### config.mk
export PLATFORM = sky130hd
export DESIGN_NAME = product_bcd_display
export DESIGN_NICKNAME = d
export VERILOG_FILES = /design/src/rtl/product_bcd_display.sv
export SDC_FILE = /design/constraint.sdc
export NUM_CORES = 1
export LEC_CHECK = 0
export BUFFER_PORTS_ARGS = -buffer_cell sky130_fd_sc_hd__buf_4
export CORE_MARGIN = 2
export CORE_UTILIZATION = 55
export DETAILED_ROUTE_END_ITERATION = 10
export PLACE_DENSITY = 0.77
export SETUP_SLACK_MARGIN = 0.4
export SYNTH_ARGS = -nofsm -noshare
export SYNTH_HDL_FRONTEND = slang
export SYNTH_SLANG_ARGS = --single-unit
### constraint.sdc
create_clock -name CLOCK_50 -period 5.6 [get_ports CLOCK_50]
set_clock_uncertainty 0.1 [all_clocks]
set_input_delay 0.28 -clock CLOCK_50 [delete_from_list [all_inputs] [get_ports CLOCK_50]]
set_output_delay 0.28 -clock CLOCK_50 [all_outputs]
set_load 0.05 [all_outputs]
### src/rtl/product_bcd_display.sv
// rtl/product_bcd_display.sv - product to 3-digit BCD converter driving seven-segment displays
// Shift-and-add-3 conversion, one product bit per clock, result held on the displays between conversions.
module product_bcd_display #(
   parameter int W        = 8,
   parameter bit BLANK_LZ = 1'b1
) (
   input  logic         CLOCK_50,
   input  logic         RESET_N,
   input  logic         start,
   input  logic [W-1:0] product,
   output logic         busy,
   output logic         done,
   output logic [11:0]  bcd,
   output logic [6:0]   HEX0,
   output logic [6:0]   HEX1,
   output logic [6:0]   HEX2
);

   typedef enum logic [1:0] {IDLE, CONVERT, DONE} state_t;

   localparam logic [6:0] SEG_BLANK = 7'h7F;
   localparam logic [6:0] SEG_ZERO  = 7'h40;
   localparam logic [6:0] HEX_HI_RST = BLANK_LZ ? SEG_BLANK : SEG_ZERO;

   state_t        state_q, state_d;
   logic [W+11:0] sr_q, sr_d;
   logic [3:0]    cnt_q, cnt_d;
   logic          busy_q, busy_d;
   logic          done_q, done_d;
   logic [11:0]   bcd_q, bcd_d;
   logic [6:0]    hex0_q, hex0_d;
   logic [6:0]    hex1_q, hex1_d;
   logic [6:0]    hex2_q, hex2_d;

   logic [11:0]   bcd_adj;
   logic [W+11:0] sr_shift;
   logic [11:0]   bcd_new;

   function automatic logic [6:0] seg7(input logic [3:0] d);
      case (d)
         4'd0:    seg7 = 7'h40;
         4'd1:    seg7 = 7'h79;
         4'd2:    seg7 = 7'h24;
         4'd3:    seg7 = 7'h30;
         4'd4:    seg7 = 7'h19;
         4'd5:    seg7 = 7'h12;
         4'd6:    seg7 = 7'h02;
         4'd7:    seg7 = 7'h78;
         4'd8:    seg7 = 7'h00;
         4'd9:    seg7 = 7'h10;
         default: seg7 = SEG_BLANK;
      endcase
   endfunction

   always_comb begin
      // Correction looks at the pre-shift nibble so each digit stays 0..9 after doubling.
      bcd_adj = sr_q[W+11:W];
      for (int i = 0; i < 3; i++) begin
         if (bcd_adj[4*i +: 4] >= 4'd5) begin
            bcd_adj[4*i +: 4] = bcd_adj[4*i +: 4] + 4'd3;
         end
      end
      sr_shift = {bcd_adj, sr_q[W-1:0]} << 1;
      bcd_new  = sr_shift[W+11:W];

      state_d = state_q;
      sr_d    = sr_q;
      cnt_d   = cnt_q;
      busy_d  = 1'b0;
      done_d  = 1'b0;
      bcd_d   = bcd_q;
      hex0_d  = hex0_q;
      hex1_d  = hex1_q;
      hex2_d  = hex2_q;

      case (state_q)
         IDLE: begin
            if (start) begin
               sr_d    = {12'b0, product};
               cnt_d   = 4'(W - 1);
               busy_d  = 1'b1;
               state_d = CONVERT;
            end
         end
         CONVERT: begin
            sr_d = sr_shift;
            if (cnt_q == 4'd0) begin
               // Outputs load on the way into DONE so they are visible during the DONE cycle.
               state_d = DONE;
               done_d  = 1'b1;
               bcd_d   = bcd_new;
               hex0_d  = seg7(bcd_new[3:0]);
               hex1_d  = (BLANK_LZ && bcd_new[11:4] == 8'd0) ? SEG_BLANK : seg7(bcd_new[7:4]);
               hex2_d  = (BLANK_LZ && bcd_new[11:8] == 4'd0) ? SEG_BLANK : seg7(bcd_new[11:8]);
            end else begin
               cnt_d  = cnt_q - 4'd1;
               busy_d = 1'b1;
            end
         end
         DONE: begin
            state_d = IDLE;
         end
         default: begin
            state_d = IDLE;
         end
      endcase
   end

   always_ff @(posedge CLOCK_50) begin
      if (!RESET_N) begin
         state_q <= IDLE;
         sr_q    <= '0;
         cnt_q   <= '0;
         busy_q  <= 1'b0;
         done_q  <= 1'b0;
         bcd_q   <= 12'h000;
         hex0_q  <= SEG_ZERO;
         hex1_q  <= HEX_HI_RST;
         hex2_q  <= HEX_HI_RST;
      end else begin
         state_q <= state_d;
         sr_q    <= sr_d;
         cnt_q   <= cnt_d;
         busy_q  <= busy_d;
         done_q  <= done_d;
         bcd_q   <= bcd_d;
         hex0_q  <= hex0_d;
         hex1_q  <= hex1_d;
         hex2_q  <= hex2_d;
      end
   end

   assign busy = busy_q;
   assign done = done_q;
   assign bcd  = bcd_q;
   assign HEX0 = hex0_q;
   assign HEX1 = hex1_q;
   assign HEX2 = hex2_q;

endmodule

# Word level (Yosys, flattened, before mapping)

Memory sizes are Yosys's and may differ from the RTL's. A register that Yosys moved wholly into a read port is not among the register bits.
Index checks and enable logic that the tools add are counted.

Register bits after elaboration: 54
Bits in read-only memories: 336
Input bits: 11
Output and inout bits: 35
Logic and storage cells: 50
Memories kept: 3

Memories:

| memory           | depth | bits a word | rd ports | clocked after Yosys merged registers in | write ports | RTL line | text |
|---|---|---|---|---|---|---|---|
| (name not given) | 16    | 7           | 1        | 1                                       | 0           | 40       | `case (d)` |
| (name not given) | 16    | 7           | 1        | 0                                       | 0           | 40       |  |
| (name not given) | 16    | 7           | 1        | 0                                       | 0           | 40       |  |

Add/subtract/negate cells: 4
Magnitude comparators: 3
Equal/unequal tests: 4
Multiplexer cells: 17
Reduce and logical (&&, ||, !) cells: 11

Operators by type and width:

| cell                  | number |
|---|---|
| $pmux W20 S2          | 1 |
| $mux W20              | 1 |
| $mux W4               | 4 |
| $mux W7               | 2 |
| $ge A4 B3 Y1 const B  | 3 |
| $add A4 B2 Y4 const B | 2 |
| $logic_not A4 Y1      | 2 |
| $logic_not A8 Y1      | 1 |
| $pmux W4 S2           | 1 |
| $reduce_and A2 Y1     | 4 |
| $ne A2 B2 Y1 const B  | 3 |
| $mux W2               | 2 |
| $pmux W2 S2           | 1 |
| $sub A4 B1 Y4 const B | 1 |
| $add A3 B2 Y3 const B | 1 |
| $mux W1               | 3 |
| $mux W3               | 1 |
| $reduce_and A3 Y1     | 1 |
| $eq A2 B1 Y1 const B  | 1 |
| $logic_not A2 Y1      | 1 |
| $pmux W1 S2           | 1 |
| $reduce_bool A2 Y1    | 1 |
| $logic_not A1 Y1      | 1 |

# Longest topological paths before layout

Gate-level depths: netlist of the first run.

Word-level depth: 4
Depth in mapped cells: 10
Mapped depth without buffers: 10

# Least setup slack after synthesis of the first run

OpenSTA, ideal clock, no wires.

Path type: reg-to-reg
Start point: reg sr_q[17]
End point: reg hex1_q[0], in the netlist HEX1[0]
Library setup time: 0.132 ns
Arrival time: 2.200 ns
Data required time: 5.368 ns
Slack: 3.168 ns
Cell stages (with the launch flop): 11
Buffers on the path: 0
Period minus slack after synthesis: 2.432 ns
Path through: dfxtp_1 -> inv_1 -> ha_1 -> nand2b_2 -> a21oi_1 -> xnor2_1 -> inv_2 -> ha_1 -> and3_1 -> a221oi_2 -> a21oi_1

Longest elaborated chain between the ends: 4
Elaborated cells on any way between the ends: 5
Those cells by class: 1 x add/sub; 1 x order compare; 2 x mux; 1 x reduce/logical

Ends and longest elaborated chain:

| what                                                 | RTL line | text |
|---|---|---|
| from (decl)                                          | 26       | `logic [W+11:0] sr_q, sr_d;` |
| from (signal assigned)                               | 122      | `sr_q <= sr_d;` |
| $ge A4 B3 Y1 / $add A3 B2 Y3 (equally long branches) | 59, 60   |  |
| $mux W3 (*)                                          | 59       | `if (bcd_adj[4*i +: 4] >= 4'd5) begin` |
| $logic_not A8 Y1 (*)                                 | 93       | `hex1_d = (BLANK_LZ && bcd_new[11:4] == 8'd0) ? SEG_BLANK : seg7(bcd_new[7:4]);` |
| $mux W7 (*)                                          | 93       |  |
| to (signal assigned)                                 | 118      | `hex1_q <= HEX_HI_RST;` |
| to (signal assigned)                                 | 128      | `hex1_q <= hex1_d;` |
| to (decl)                                            | 32       | `logic [6:0] hex1_q, hex1_d;` |

Every way passes the cells marked *; elsewhere a longest branch is shown, timed or not.
A chain may end at the register's enable or synchronous reset.

# Final worst setup path of the first run

Start point: reg state_q[0]
End point: reg hex0_q[0], in the netlist HEX0[0]

Longest elaborated chain between the ends: 2

Ends and longest elaborated chain:

| what                        | RTL line | text |
|---|---|---|
| from (decl)                 | 25       | `state_t state_q, state_d;` |
| from (signal assigned)      | 121      | `state_q <= state_d;` |
| $eq A2 B1 Y1                | 76       | `case (state_q)` |
| $reduce_and A2 Y1 (no line) | -        |  |
| to (decl)                   | 31       | `logic [6:0] hex0_q, hex0_d;` |

Every way passes these cells.

==> impl_metrics.prom, run 1 <==
# TYPE chip_impl_metric gauge
chip_impl_metric{name="power.combinational.fraction",unit="%"} 14.3
chip_impl_metric{name="clock_tree.htree_level_count",unit=""} 3
chip_impl_metric{name="top_level_ports",unit=""} 46
chip_impl_metric{name="cp.required",unit="ns"} 5.74
chip_impl_metric{name="cts_buffer_depth",unit=""} 2
chip_impl_info{name="synth.top_cells.by_count",value="61 x dfxtp_1, 34 x nand2_1, 26 x a21oi_1, 26 x nor2_1"} 1
chip_impl_metric{name="critical_path_arrival",unit="ns"} 3.53
chip_impl_metric{name="min_period_over_period",unit="%"} 60.4
chip_impl_metric{name="synth_cells",unit=""} 383
chip_impl_metric{name="die_x",unit="um"} 81.8
chip_impl_metric{name="antenna_diode_count",unit=""} 0
chip_impl_metric{name="detail_route.wirelength",unit="um"} 7510
chip_impl_metric{name="tritoncts_num_sinks",unit=""} 61
chip_impl_metric{name="clock.fmax",unit="GHz"} 0.295
chip_impl_metric{name="timing.final.setup_violations",unit=""} 0
chip_impl_metric{name="setup_total_negative_slack",unit="ns"} 0
chip_impl_metric{name="initial_antenna_violation_count",unit=""} 0
chip_impl_metric{name="post_layout_minimum_cycle_time",unit="ns"} 3.38
chip_impl_metric{name="share_clk_of_total_power",unit="%"} 42.7
chip_impl_metric{name="async_flop_share",unit="%"} 0
chip_impl_metric{name="fillCellCount",unit=""} 500
chip_impl_metric{name="timing_max_transition_violations_final",unit=""} 0
chip_impl_metric{name="number_of_enable_type_register_cells_in_the_synthesized_netlist",unit=""} 0
chip_impl_metric{name="synth.yosys.seq_area_share",unit="%"} 36.7
chip_impl_metric{name="grt_max_degree",unit=""} 52
chip_impl_metric{name="num_vias",unit=""} 2884
chip_impl_metric{name="cts_setup_buffers",unit=""} 0
chip_impl_metric{name="drive_above_1_share",unit="%"} 19.7
chip_impl_info{name="critPathCaptureType",value="register"} 1
chip_impl_metric{name="placeable_area",unit="um2"} 5890
chip_impl_info{name="crit_start",value="state_q[0]"} 1
chip_impl_info{name="r2r_end",value="HEX0[0]"} 1
chip_impl_metric{name="count_of_hold_fix_buffers_inserted_at_cts",unit=""} 0
chip_impl_metric{name="floorplan.initialDensity",unit="%"} 56.6
chip_impl_metric{name="synthDominantCellAreaShare",unit="%"} 36.7
chip_impl_metric{name="fp-row-count",unit=""} 28
chip_impl_info{name="dominantRegCellSynth",value="dfxtp_1"} 1
chip_impl_metric{name="cap_viol_max_count",unit=""} 0
chip_impl_metric{name="cts_bufs_inserted",unit=""} 9
chip_impl_metric{name="static-leakage-power",unit="uW"} 0.00157
chip_impl_metric{name="yosys.cell_types.count",unit=""} 61
chip_impl_metric{name="worstMarginPinSlew",unit="ns"} 1.08
chip_impl_info{name="netlist_top_cells_area",value="dfxtp_1 37%, ha_1 7.5%, a21oi_1 3.9%"} 1
chip_impl_metric{name="drc",unit=""} 0
chip_impl_metric{name="worst_hold_slack_across_all_endpoints",unit="ns"} 0.223
chip_impl_info{name="worst_r2r_startpoint",value="state_q[0]"} 1
chip_impl_metric{name="grt_use_total",unit="%"} 23.2
chip_impl_info{name="hold_path_class",value="primary input to register"} 1
chip_impl_metric{name="synth_seq_cells",unit=""} 61
chip_impl_info{name="worstHoldEndpoint",value="sr_q[3]"} 1
chip_impl_metric{name="grt_overflow",unit=""} 0
chip_impl_metric{name="worst_ir_drop_vdd",unit="V"} 0.000226
chip_impl_metric{name="drt_first_iter_violations",unit=""} 146
chip_impl_metric{name="cp_slowest_stage_delay",unit="ns"} 0.92
chip_impl_metric{name="p_sw_share",unit="%"} 27.3
chip_impl_info{name="cts_root_buffer",value="clkbuf_8"} 1
chip_impl_info{name="worst_setup_path_type",value="register to register"} 1
chip_impl_metric{name="min_path_cells",unit=""} 3
chip_impl_metric{name="finalHoldViolations",unit=""} 0
chip_impl_metric{name="first_pass_grt_wire_length",unit="um"} 12000
chip_impl_metric{name="synthesis.yosys.warnings",unit=""} 0
chip_impl_metric{name="drt_pre_antenna_iters",unit=""} 4
chip_impl_metric{name="clock_insertion_delay_at_the_later_pin_of_the_skew_report",unit="ns"} 0.35
chip_impl_info{name="critPathLaunchType",value="register"} 1
chip_impl_metric{name="power_per_cell_area",unit="nW/um2"} 286
chip_impl_info{name="grt_setup_unrepaired",value="no"} 1
chip_impl_metric{name="rr_worst_depth",unit=""} 5
chip_impl_metric{name="power.sequential.fraction",unit="%"} 42.9
chip_impl_info{name="synth_top_area_cell",value="dfxtp_1"} 1
chip_impl_metric{name="drtAntennaViolNets",unit=""} 0
chip_impl_info{name="yosysMostFrequentCell",value="dfxtp_1"} 1
chip_impl_info{name="worst_path_cell_with_the_longest_stage_delay",value="nor2b_1"} 1
chip_impl_metric{name="post_synthesis_net_count",unit=""} 414
chip_impl_metric{name="first_global_vias",unit=""} 2515
chip_impl_metric{name="reg2reg_setup_slack",unit="ns"} 2.22
chip_impl_info{name="outcome",value="completed"} 1
chip_impl_metric{name="dp_hpwl",unit="um"} 5250
chip_impl_metric{name="portBuffers",unit=""} 45
chip_impl_metric{name="clk_pin_slew",unit="ns"} 0.08
chip_impl_metric{name="slew_headroom",unit="%"} 27.9
chip_impl_metric{name="crit_path_max_fanout",unit=""} 25
chip_impl_info{name="timing.hold.worst.start",value="product[3]"} 1
chip_impl_metric{name="intPower",unit="uW"} 812
chip_impl_metric{name="p_sw",unit="uW"} 305
chip_impl_metric{name="postSynthAreaPerCell",unit="um2"} 8.69
chip_impl_info{name="cts_tree",value="yes"} 1
chip_impl_metric{name="chipHeight",unit="um"} 81.8
chip_impl_metric{name="final_net_count",unit=""} 448
chip_impl_metric{name="area.growth.synth_to_final",unit="%"} 17.1
chip_impl_metric{name="routabilityCongestion",unit=""} 0.944
chip_impl_metric{name="drt-wirelength-per-cell",unit="um"} 15.1
chip_impl_metric{name="cts.repair.resized",unit=""} 0
chip_impl_metric{name="route.detailed.vias_per_inst",unit=""} 5.80
chip_impl_info{name="crit_path_cell_trace",value="nor2b_1 -> nand2_1 -> nor2_1 -> mux2i_1 -> o221a_2"} 1
chip_impl_metric{name="fp.dieArea",unit="um2"} 6690
chip_impl_metric{name="synthesis.area",unit="um2"} 3330
==> power groups by stage <==
stage / Combinational, uW / Sequential, uW / Clock [uW]
final: 160 / 479 / 477
after floorplan: 93.2 / 514 / 0
after CTS: 161 / 479 / 480
after detailed placement: 160 / 489 / 0
after global placement: 156 / 488 / 0
after global routing: 176 / 482 / 499
==> worst max-delay path, delay by kind of cell (launching register included) <==
family,cells,cell delay [ns]
AO/OA/AOI/OAI,1,0.26
flip-flops,1,0.69
multiplexers,1,0.14
AND/OR/NAND/NOR,3,2.08
==> sequential cells by signal, indices dropped and copies added (netlist names) <==
| register | cells |
|---|---|
| busy | 1 |
| HEX2 | 7 |
| sr_q | 20 |
| bcd | 12 |
| HEX1 | 7 |
| cnt_q | 4 |
| HEX0 | 7 |
| state_q | 2 |
| done | 1 |
==> placed cells by master, fill, tap and decap left out, drive strengths merged, types with 3 or more instances in the layout <==
master,n
o31ai,4
a21boi,5
nor3,7
dfxtp,61
a21o,3
a211o,3
clkbuf,10
inv,19
o211a,5
o21a,5
o221a,9
a221oi,3
a211oi,6
nor2,26
o311ai,4
o21ai,24
nand2b,7
buf,45
o22a,6
ha,20
and2,11
nand3,7
a22oi,12
bufinv,3
nor3b,5
a21oi,28
nand2,34
nor2b,20
==> worst max path at each step <==
stage                     slack [ns]  endpoint  cells past startpoint
after floorplan                 3.17   HEX1[0]                     10
after global placement          2.44   HEX0[3]                      5
after detailed placement        2.25   HEX0[3]                      5
after CTS                       2.22   HEX1[2]                      5
after global routing            1.86   HEX1[2]                      5
final                           2.22   HEX0[0]                      5
==> stage by stage <==
stage | instance area, um2 | total power [uW] | setup slack (ns) | util, % | instances
5_1_grt | 3900 | 1160 | 1.86 | 66.2 | 497
3_3_place_gp | 3660 | 643 | 2.44 | 62.2 | 481
2_1_floorplan | 3330 | 607 | 3.17 | - | 383
6_report | 3900 | 1120 | 2.22 | 66.2 | 497
4_1_cts | 3900 | 1120 | 2.22 | 66.2 | 497
3_5_place_dp | 3660 | 649 | 2.25 | 62.2 | 481
==> per-layer routing <==
metal	track usage (%)	vias up	share of wire, %
met5	0	-	0
li1	-	1447	-
met4	9.17	0	1.3
met1	30.3	1360	47
met2	37.9	65	48
met3	4.51	12	4.5
==> kinds of logic (layout without fill, tap and decap cells) <==
family,Yosys count,in the layout,synth area share [%]
AO/OA/AOI/OAI,129,129,29.4
XOR/XNOR,2,2,0.939
adder cells (fa/ha/maj),20,20,7.52
buffers and inverters,41,80,5.19
flip-flops,61,61,36.7
multiplexers,1,1,0.301
AND/OR/NAND/NOR,129,129,20.0
==> area by class of cell <==
class	count	area [um2]	area share [%]
Inverter	19	71.3	1.83
Multi-Input combinational cell	281	1940	49.6
Tap cell	75	93.8	2.41
Sequential cell	61	1220	31.3
Timing Repair Buffer	45	338	8.66
Clock buffer	10	128	3.27
Clock inverter	6	111	2.86
Note: power is estimated with default switching activity, not from simulation.
==> run 2: changes to the inputs <==
==> constraint.sdc (replaced) <==
create_clock -name CLOCK_50 -period 3.3 [get_ports CLOCK_50]
set_clock_uncertainty 0.1 [all_clocks]
set_input_delay 0.165 -clock CLOCK_50 [delete_from_list [all_inputs] [get_ports CLOCK_50]]
set_output_delay 0.165 -clock CLOCK_50 [all_outputs]
set_load 0.05 [all_outputs]
==> impl_metrics.prom, run 2 (synthesis results as in run 1) <==
# TYPE chip_impl_metric gauge
chip_impl_metric{name="cap_viol_max_count",unit=""} 0
chip_impl_metric{name="drt_pre_antenna_iters",unit=""} 4
chip_impl_metric{name="multiInputGateArea",unit="um2"} 1950
chip_impl_info{name="worst_r2r_startpoint",value="sr_q[17]"} 1
chip_impl_metric{name="chipHeight",unit="um"} 81.8
chip_impl_info{name="worstHoldEndpoint",value="sr_q[3]"} 1
chip_impl_metric{name="finalHoldViolations",unit=""} 0
chip_impl_metric{name="reg2reg_setup_slack",unit="ns"} 0.56
chip_impl_metric{name="crit_path_max_fanout",unit=""} 5
chip_impl_metric{name="grt_max_degree",unit=""} 52
chip_impl_metric{name="post_layout_minimum_cycle_time",unit="ns"} 2.74
chip_impl_metric{name="min_path_cells",unit=""} 3
chip_impl_info{name="timing.hold.worst.start",value="product[3]"} 1
chip_impl_metric{name="timing.final.setup_violations",unit=""} 0
chip_impl_metric{name="place_area",unit="um2"} 3690
chip_impl_metric{name="route.detailed.vias_per_inst",unit=""} 5.87
chip_impl_metric{name="fp.dieArea",unit="um2"} 6690
chip_impl_metric{name="drc",unit=""} 0
chip_impl_metric{name="top_level_ports",unit=""} 46
chip_impl_metric{name="power_per_cell_area",unit="nW/um2"} 464
chip_impl_metric{name="worstMarginPinSlew",unit="ns"} 0.637
chip_impl_metric{name="post_layout_nonfiller_instances",unit=""} 501
chip_impl_metric{name="portBuffers",unit=""} 45
chip_impl_metric{name="initial_antenna_violation_count",unit=""} 0
chip_impl_info{name="outcome",value="completed"} 1
chip_impl_info{name="grt_setup_unrepaired",value="no"} 1
chip_impl_metric{name="drt_first_iter_violations",unit=""} 211
chip_impl_metric{name="first_pass_grt_wire_length",unit="um"} 12100
chip_impl_info{name="worst_setup_path_type",value="register to register"} 1
chip_impl_metric{name="tritoncts_num_sinks",unit=""} 61
chip_impl_metric{name="crit_buf_inv",unit=""} 2
chip_impl_metric{name="cts.repair.resized",unit=""} 0
chip_impl_metric{name="clock.fmax",unit="GHz"} 0.364
chip_impl_info{name="worst_path_cell_with_the_longest_stage_delay",value="dfxtp_1"} 1
chip_impl_metric{name="timing_max_transition_violations_final",unit=""} 0
chip_impl_info{name="cts_tree",value="yes"} 1
chip_impl_metric{name="first_global_vias",unit=""} 2620
chip_impl_metric{name="post_layout_instance_area",unit="um2"} 3910
chip_impl_metric{name="die_x",unit="um"} 81.8
chip_impl_metric{name="routabilityCongestion",unit=""} 0.925
chip_impl_metric{name="dp_hpwl",unit="um"} 5000
chip_impl_info{name="critPathLaunchType",value="register"} 1
chip_impl_metric{name="fp-row-count",unit=""} 28
chip_impl_metric{name="final_net_count",unit=""} 452
chip_impl_info{name="layout.cells.most_common_list",value="61 x dfxtp_1, 49 x buf_4, 34 x nand2_1, 26 x a21oi_1, 25 x nor2_1"} 1
chip_impl_metric{name="cts_bufs_inserted",unit=""} 9
chip_impl_metric{name="cp_slowest_stage_delay",unit="ns"} 0.44
chip_impl_metric{name="ff_latch_area",unit="um2"} 1220
chip_impl_metric{name="floorplan.initialDensity",unit="%"} 56.6
chip_impl_info{name="cts_root_buffer",value="clkbuf_8"} 1
chip_impl_metric{name="dp.cells",unit=""} 485
chip_impl_metric{name="drt-wirelength-per-cell",unit="um"} 14.7
chip_impl_metric{name="critical_path_arrival",unit="ns"} 2.86
chip_impl_metric{name="clk_pin_slew",unit="ns"} 0.07
chip_impl_metric{name="drtAntennaViolNets",unit=""} 0
chip_impl_metric{name="area.growth.synth_to_final",unit="%"} 17.3
chip_impl_info{name="family_with_the_most_delay_on_the_worst_path",value="compound AO/OA/AOI/OAI gates"} 1
chip_impl_info{name="largest-register",value="sr_q"} 1
chip_impl_metric{name="grt_use_total",unit="%"} 23.2
chip_impl_metric{name="count_of_hold_fix_buffers_inserted_at_cts",unit=""} 0
chip_impl_metric{name="num_vias",unit=""} 2942
chip_impl_metric{name="cts_buffer_depth",unit=""} 2
chip_impl_metric{name="setup_total_negative_slack",unit="ns"} 0
chip_impl_metric{name="clock_tree.htree_level_count",unit=""} 3
chip_impl_metric{name="slew_headroom",unit="%"} 57.4
chip_impl_metric{name="largest_register_ffs",unit=""} 20
chip_impl_metric{name="clock_insertion_delay_at_the_later_pin_of_the_skew_report",unit="ns"} 0.35
chip_impl_metric{name="min_period_over_period",unit="%"} 83.2
chip_impl_metric{name="antenna_diode_count",unit=""} 0
chip_impl_metric{name="worst_ir_drop_vdd",unit="V"} 0.000362
chip_impl_info{name="crit_path_cell_trace",value="inv_1 -> ha_1 -> nand2b_2 -> a21oi_1 -> xnor2_2 -> inv_2 -> ha_1 -> and3_1 -> a221oi_2 -> a21oi_1"} 1
chip_impl_info{name="hold_path_class",value="primary input to register"} 1
chip_impl_metric{name="grt_overflow",unit=""} 0
chip_impl_metric{name="static-leakage-power",unit="uW"} 0.00159
chip_impl_metric{name="cts_setup_buffers",unit=""} 0
chip_impl_metric{name="drive_above_1_share",unit="%"} 20.7
chip_impl_info{name="layout_commonest_cell",value="dfxtp_1"} 1
chip_impl_metric{name="placeable_area",unit="um2"} 5890
chip_impl_metric{name="worst_hold_slack_across_all_endpoints",unit="ns"} 0.106
chip_impl_metric{name="cp.required",unit="ns"} 3.41
chip_impl_metric{name="detail_route.wirelength",unit="um"} 7340
chip_impl_info{name="critPathCaptureType",value="register"} 1
chip_impl_info{name="r2r_end",value="HEX1[3]"} 1
chip_impl_metric{name="rr_worst_depth",unit=""} 10
chip_impl_metric{name="fillCellCount",unit=""} 510
-- run 2: area by class of cell --
cell class                      instances  area share, %
Multi-Input combinational cell        281           49.8
Tap cell                               75           2.40
Sequential cell                        61           31.3
Clock buffer                           11           3.36
Inverter                               19           1.83
Timing Repair Buffer                   49           9.42
Clock inverter                          5           1.92
-- run 2: metrics by stage --
step	total power (uW)	util (%)	setup slack [ns]
2_1_floorplan	1030	-	0.868
3_3_place_gp	1100	62.7	0.671
3_5_place_dp	1110	62.7	0.502
4_1_cts	1820	66.2	0.486
5_1_grt	1880	66.4	0.405
6_report	1810	66.4	0.555
-- run 2: worst max path at each step --
stage	startpoint	end	slack [ns]	depth (start not counted)
2_1_floorplan	sr_q[17]	HEX1[0]	0.87	10
3_3_place_gp	sr_q[17]	HEX1[2]	0.67	10
3_5_place_dp	sr_q[17]	HEX1[0]	0.50	10
4_1_cts	sr_q[17]	HEX1[3]	0.49	10
5_1_grt	sr_q[17]	HEX1[3]	0.41	10
6_report	sr_q[17]	HEX1[3]	0.56	10
-- run 2: routing by layer --
| layer | GRT usage, % | vias to the layer above | wire (um) |
|---|---|---|---|
| li1 | - | 1461 | - |
| met1 | 30.3 | 1403 | 3380 |
| met2 | 38.1 | 69 | 3530 |
| met3 | 6.37 | 9 | 356 |
| met4 | 5.50 | 0 | 74 |
| met5 | 0 | - | 0 |
-- run 2: tightest hold or removal path, cell delays in order --
cell	delay (ns)
buf_4	0.08
o31a_1	0.10
o221a_2	0.17
-- run 2: power by group --
part	switching, uW	internal [uW]	total (uW)	leakage [uW]
clock network	297	422	719	0.000107
logic	176	106	282	0.000986
registers	35.8	776	812	0.000497
==> run 3: changes to the inputs <==
--- a/config.mk
+++ b/config.mk
@@ -5,11 +5,12 @@
 export SDC_FILE = /design/constraint.sdc
 export NUM_CORES = 1
 export LEC_CHECK = 0
+export ABC_AREA = 1
 export BUFFER_PORTS_ARGS = -buffer_cell sky130_fd_sc_hd__buf_4
 export CORE_MARGIN = 2
-export CORE_UTILIZATION = 55
+export CORE_UTILIZATION = 51
 export DETAILED_ROUTE_END_ITERATION = 10
-export PLACE_DENSITY = 0.77
+export PLACE_DENSITY = 0.75
 export SETUP_SLACK_MARGIN = 0.4
 export SYNTH_ARGS = -nofsm -noshare
 export SYNTH_HDL_FRONTEND = slang
==> constraint.sdc (replaced) <==
create_clock -name CLOCK_50 -period 2.45 [get_ports CLOCK_50]
set_clock_uncertainty 0.1 [all_clocks]
set_input_delay 0.1225 -clock CLOCK_50 [delete_from_list [all_inputs] [get_ports CLOCK_50]]
set_output_delay 0.1225 -clock CLOCK_50 [all_outputs]
set_load 0.05 [all_outputs]
==> impl_metrics.prom, run 3 <==
# TYPE chip_impl_metric gauge
chip_impl_info{name="outcome",value="completed"} 1
chip_impl_metric{name="clk_pin_slew",unit="ns"} 0.07
chip_impl_metric{name="critical_path_arrival",unit="ns"} 2.17
chip_impl_metric{name="num_vias",unit=""} 3179
chip_impl_metric{name="yosys.cell_types.count",unit=""} 32
chip_impl_info{name="worst_path_cell_with_the_longest_stage_delay",value="dfxtp_2"} 1
chip_impl_info{name="hold_path_class",value="primary input to register"} 1
chip_impl_metric{name="clock_insertion_delay_at_the_later_pin_of_the_skew_report",unit="ns"} 0.35
chip_impl_metric{name="grt_use_total",unit="%"} 23.3
chip_impl_info{name="cts_tree",value="yes"} 1
chip_impl_metric{name="synth_seq_cells",unit=""} 61
chip_impl_metric{name="drt-wirelength-per-cell",unit="um"} 14.2
chip_impl_metric{name="clock.fmax",unit="GHz"} 0.493
chip_impl_metric{name="async_flop_share",unit="%"} 0
chip_impl_metric{name="fillCellCount",unit=""} 468
chip_impl_info{name="largest-register",value="sr_q"} 1
chip_impl_info{name="critPathCaptureType",value="register"} 1
chip_impl_info{name="worst_setup_path_type",value="register to register"} 1
chip_impl_metric{name="floorplan.initialDensity",unit="%"} 53.1
chip_impl_metric{name="drt_pre_antenna_iters",unit=""} 5
chip_impl_metric{name="drt_first_iter_violations",unit=""} 313
chip_impl_metric{name="cp_slowest_stage_delay",unit="ns"} 0.34
chip_impl_metric{name="chipHeight",unit="um"} 83.0
chip_impl_metric{name="arithmetic_cell_share_of_the_synthesized_area_counting_full_adders_half_adders_and_majority_gates",unit="%"} 7.87
chip_impl_metric{name="reg2reg_setup_slack",unit="ns"} 0.42
chip_impl_metric{name="finalHoldViolations",unit=""} 0
chip_impl_info{name="dominantRegCellSynth",value="dfxtp_1"} 1
chip_impl_metric{name="routabilityCongestion",unit=""} 0.857
chip_impl_info{name="layout_commonest_cell",value="nand2_1"} 1
chip_impl_info{name="crit_path_cell_trace",value="buf_4 -> ha_4 -> nand2_2 -> nand3_2 -> nand2_2 -> nand2_2 -> inv_2 -> ha_1 -> nand3b_1 -> nand3_1 -> nand3_1 -> nand2_1 -> nand2_1"} 1
chip_impl_metric{name="antenna_diode_count",unit=""} 0
chip_impl_metric{name="cp.required",unit="ns"} 2.59
chip_impl_info{name="worstHoldEndpoint",value="sr_q[2]"} 1
chip_impl_metric{name="synth.mux.area_fraction",unit="%"} 0
chip_impl_metric{name="slew_headroom",unit="%"} 71.8
chip_impl_info{name="r2r_end",value="HEX2[3]"} 1
chip_impl_info{name="top_cell_by_count_worst_path",value="nand2_2"} 1
chip_impl_metric{name="tritoncts_num_sinks",unit=""} 61
chip_impl_metric{name="dp_hpwl",unit="um"} 5200
chip_impl_metric{name="synthXorXnorAreaFrac",unit="%"} 0.511
chip_impl_metric{name="post_synth_and_or_nand_nor_area_fraction",unit="%"} 30.4
chip_impl_metric{name="place_ws",unit="ns"} 0.187
chip_impl_metric{name="portBuffers",unit=""} 45
chip_impl_metric{name="cap_viol_max_count",unit=""} 0
chip_impl_metric{name="first_pass_grt_wire_length",unit="um"} 13100
chip_impl_metric{name="crit_path_max_fanout",unit=""} 4
chip_impl_metric{name="post_layout_minimum_cycle_time",unit="ns"} 2.03
chip_impl_metric{name="detail_route.wirelength",unit="um"} 8460
chip_impl_info{name="worst_r2r_startpoint",value="sr_q[16]"} 1
chip_impl_metric{name="clock_tree.htree_level_count",unit=""} 3
chip_impl_info{name="grt_setup_unrepaired",value="yes"} 1
chip_impl_metric{name="final_net_count",unit=""} 548
chip_impl_metric{name="cts_bufs_inserted",unit=""} 9
chip_impl_metric{name="worstMarginPinSlew",unit="ns"} 0.423
chip_impl_metric{name="min_path_cells",unit=""} 3
chip_impl_metric{name="drc",unit=""} 0
chip_impl_metric{name="postLayoutSetupSlackWorst",unit="ns"} 0.422
chip_impl_info{name="critPathLaunchType",value="register"} 1
chip_impl_metric{name="synth.yosys.seq_area_share",unit="%"} 38.4
chip_impl_metric{name="synth_cells",unit=""} 444
chip_impl_metric{name="drtAntennaViolNets",unit=""} 0
chip_impl_metric{name="synthesis.area",unit="um2"} 3180
chip_impl_metric{name="largest_register_ffs",unit=""} 20
chip_impl_info{name="timing.hold.worst.start",value="product[2]"} 1
chip_impl_metric{name="worst_ir_drop_vdd",unit="V"} 0.000429
chip_impl_metric{name="number_of_enable_type_register_cells_in_the_synthesized_netlist",unit=""} 0
chip_impl_metric{name="grt_max_degree",unit=""} 35
chip_impl_metric{name="top_level_ports",unit=""} 46
chip_impl_metric{name="placeable_area",unit="um2"} 5990
chip_impl_metric{name="post_synthesis_net_count",unit=""} 475
chip_impl_metric{name="cts_buffer_depth",unit=""} 2
chip_impl_metric{name="timing.final.setup_violations",unit=""} 0
chip_impl_metric{name="timing_max_transition_violations_final",unit=""} 0
chip_impl_metric{name="static-leakage-power",unit="uW"} 0.00196
chip_impl_metric{name="synth-compound-area-share",unit="%"} 14.1
chip_impl_metric{name="fp-row-count",unit=""} 28
chip_impl_metric{name="initial_antenna_violation_count",unit=""} 0
chip_impl_info{name="cts_root_buffer",value="clkbuf_8"} 1
chip_impl_metric{name="rr_worst_depth",unit=""} 13
chip_impl_metric{name="die_x",unit="um"} 83.0
chip_impl_metric{name="first_global_vias",unit=""} 2861
chip_impl_metric{name="route.detailed.vias_per_inst",unit=""} 5.32
chip_impl_metric{name="setup_total_negative_slack",unit="ns"} 0
chip_impl_metric{name="grt_overflow",unit=""} 0
chip_impl_metric{name="postSynthAreaPerCell",unit="um2"} 7.16
chip_impl_info{name="layout.cells.most_common_list",value="113 x nand2_1, 67 x buf_4, 55 x dfxtp_1, 39 x a21oi_1, 38 x inv_1"} 1
chip_impl_metric{name="synthDominantCellAreaShare",unit="%"} 38.4
chip_impl_info{name="yosysMostFrequentCell",value="nand2_1"} 1
chip_impl_metric{name="fp.dieArea",unit="um2"} 6880
chip_impl_info{name="synth_top_family_by_area",value="simple AND/OR/NAND/NOR gates"} 1
chip_impl_metric{name="drive_above_1_share",unit="%"} 28.5
chip_impl_info{name="synth_top_area_cell",value="dfxtp_1"} 1
chip_impl_info{name="netlist_top_cells_area",value="dfxtp_1 38%, nand2_1 15%, ha_1 7.9%"} 1
chip_impl_info{name="synth.top_cells.by_count",value="124 x nand2_1, 61 x dfxtp_1, 47 x inv_1"} 1
chip_impl_metric{name="power_per_cell_area",unit="nW/um2"} 649
chip_impl_metric{name="min_period_over_period",unit="%"} 82.8
chip_impl_metric{name="area.growth.synth_to_final",unit="%"} 32.5
chip_impl_metric{name="synthesis.yosys.warnings",unit=""} 0
[run 3: cell count changes in the layout (fill, tap and decap cells not counted), moves of 7 or more]
cell,change
buf_4,+18
and2_1,-10
o221a_2,-9
dlygate4sd3_1,+7
nand2_1,+79
nand3_1,+18
inv_2,+10
nand2_2,+15
a21oi_1,+13
inv_1,+20
a22oi_1,-12
nor2b_1,-20
[run 3: kinds of logic (layout without fill, tap and decap cells)]
group                      Yosys count  count (layout)
AOI/OAI and AO/OA                   84              84
xor gates and xnor gates             1               1
adders and majority gates           20              20
buffers and inverters               65             143
DFF                                 61              61
and+or+nand+nor                    213             213
[run 3: area by class of cell]
type | count | area [um2] | area share (%)
inverter | 53 | 209 | 4.96
tap | 75 | 93.8 | 2.23
clock buffer | 13 | 169 | 4.01
timing repair buffer | 74 | 573 | 13.6
sequential | 61 | 1230 | 29.3
clock inverter | 3 | 90.1 | 2.14
multi-input combinational | 318 | 1850 | 43.8
[run 3: what timing repair did]
item,4_1_cts,5_1_grt
cloned,0,0
endpoints found under the hold margin,7,0
pin swaps,2,11
resized for setup,13,43
hold buffers,7,0
buffers inserted,3,15
endpoints found under the setup margin,17,20
[run 3: stage by stage]
stage,area [um2],total power (uW),hold slack (ns),cells,utilization (%)
2_1_floorplan,3180,1450,0.161,444,-
3_3_place_gp,3570,1560,0.308,556,59.5
3_5_place_dp,3570,1570,0.311,556,59.5
4_1_cts,3960,2730,0.00623,582,66.1
5_1_grt,4220,2830,0.0482,597,70.4
6_report,4220,2730,0.00560,597,70.4
[run 3: critical path, delay by kind of cell, from the launching register on]
kind	cells	cell delay (ns)
fa+ha+maj	2	0.38
flops	1	0.34
simple gates	9	0.88
buf+inv	2	0.23
[run 3: worst max path at each step]
stage | from | end | slack (ns) | depth (start not counted)
finish | sr_q[16] | HEX2[3] | 0.42 | 13
global route | sr_q[17] | HEX2[3] | 0.30 | 14
CTS | sr_q[17] | HEX2[3] | 0.37 | 14
detailed placement | sr_q[16] | HEX2[3] | 0.19 | 14
global placement | sr_q[12] | HEX2[3] | 0.32 | 14
floorplan | sr_q[12] | HEX2[3] | 0.43 | 14
[run 3: routing by layer]
metal,part of all wire [%],track usage (%)
met4,2.5,9.09
met3,5.0,5.77
met5,0,0
met1,43,30.1
met2,49,37.5
[run 3: report_power, final]
part           switching (uW)  internal (uW)
combinational             334            152
sequential               35.0           1050
clock                     402            760
total                     772           1960
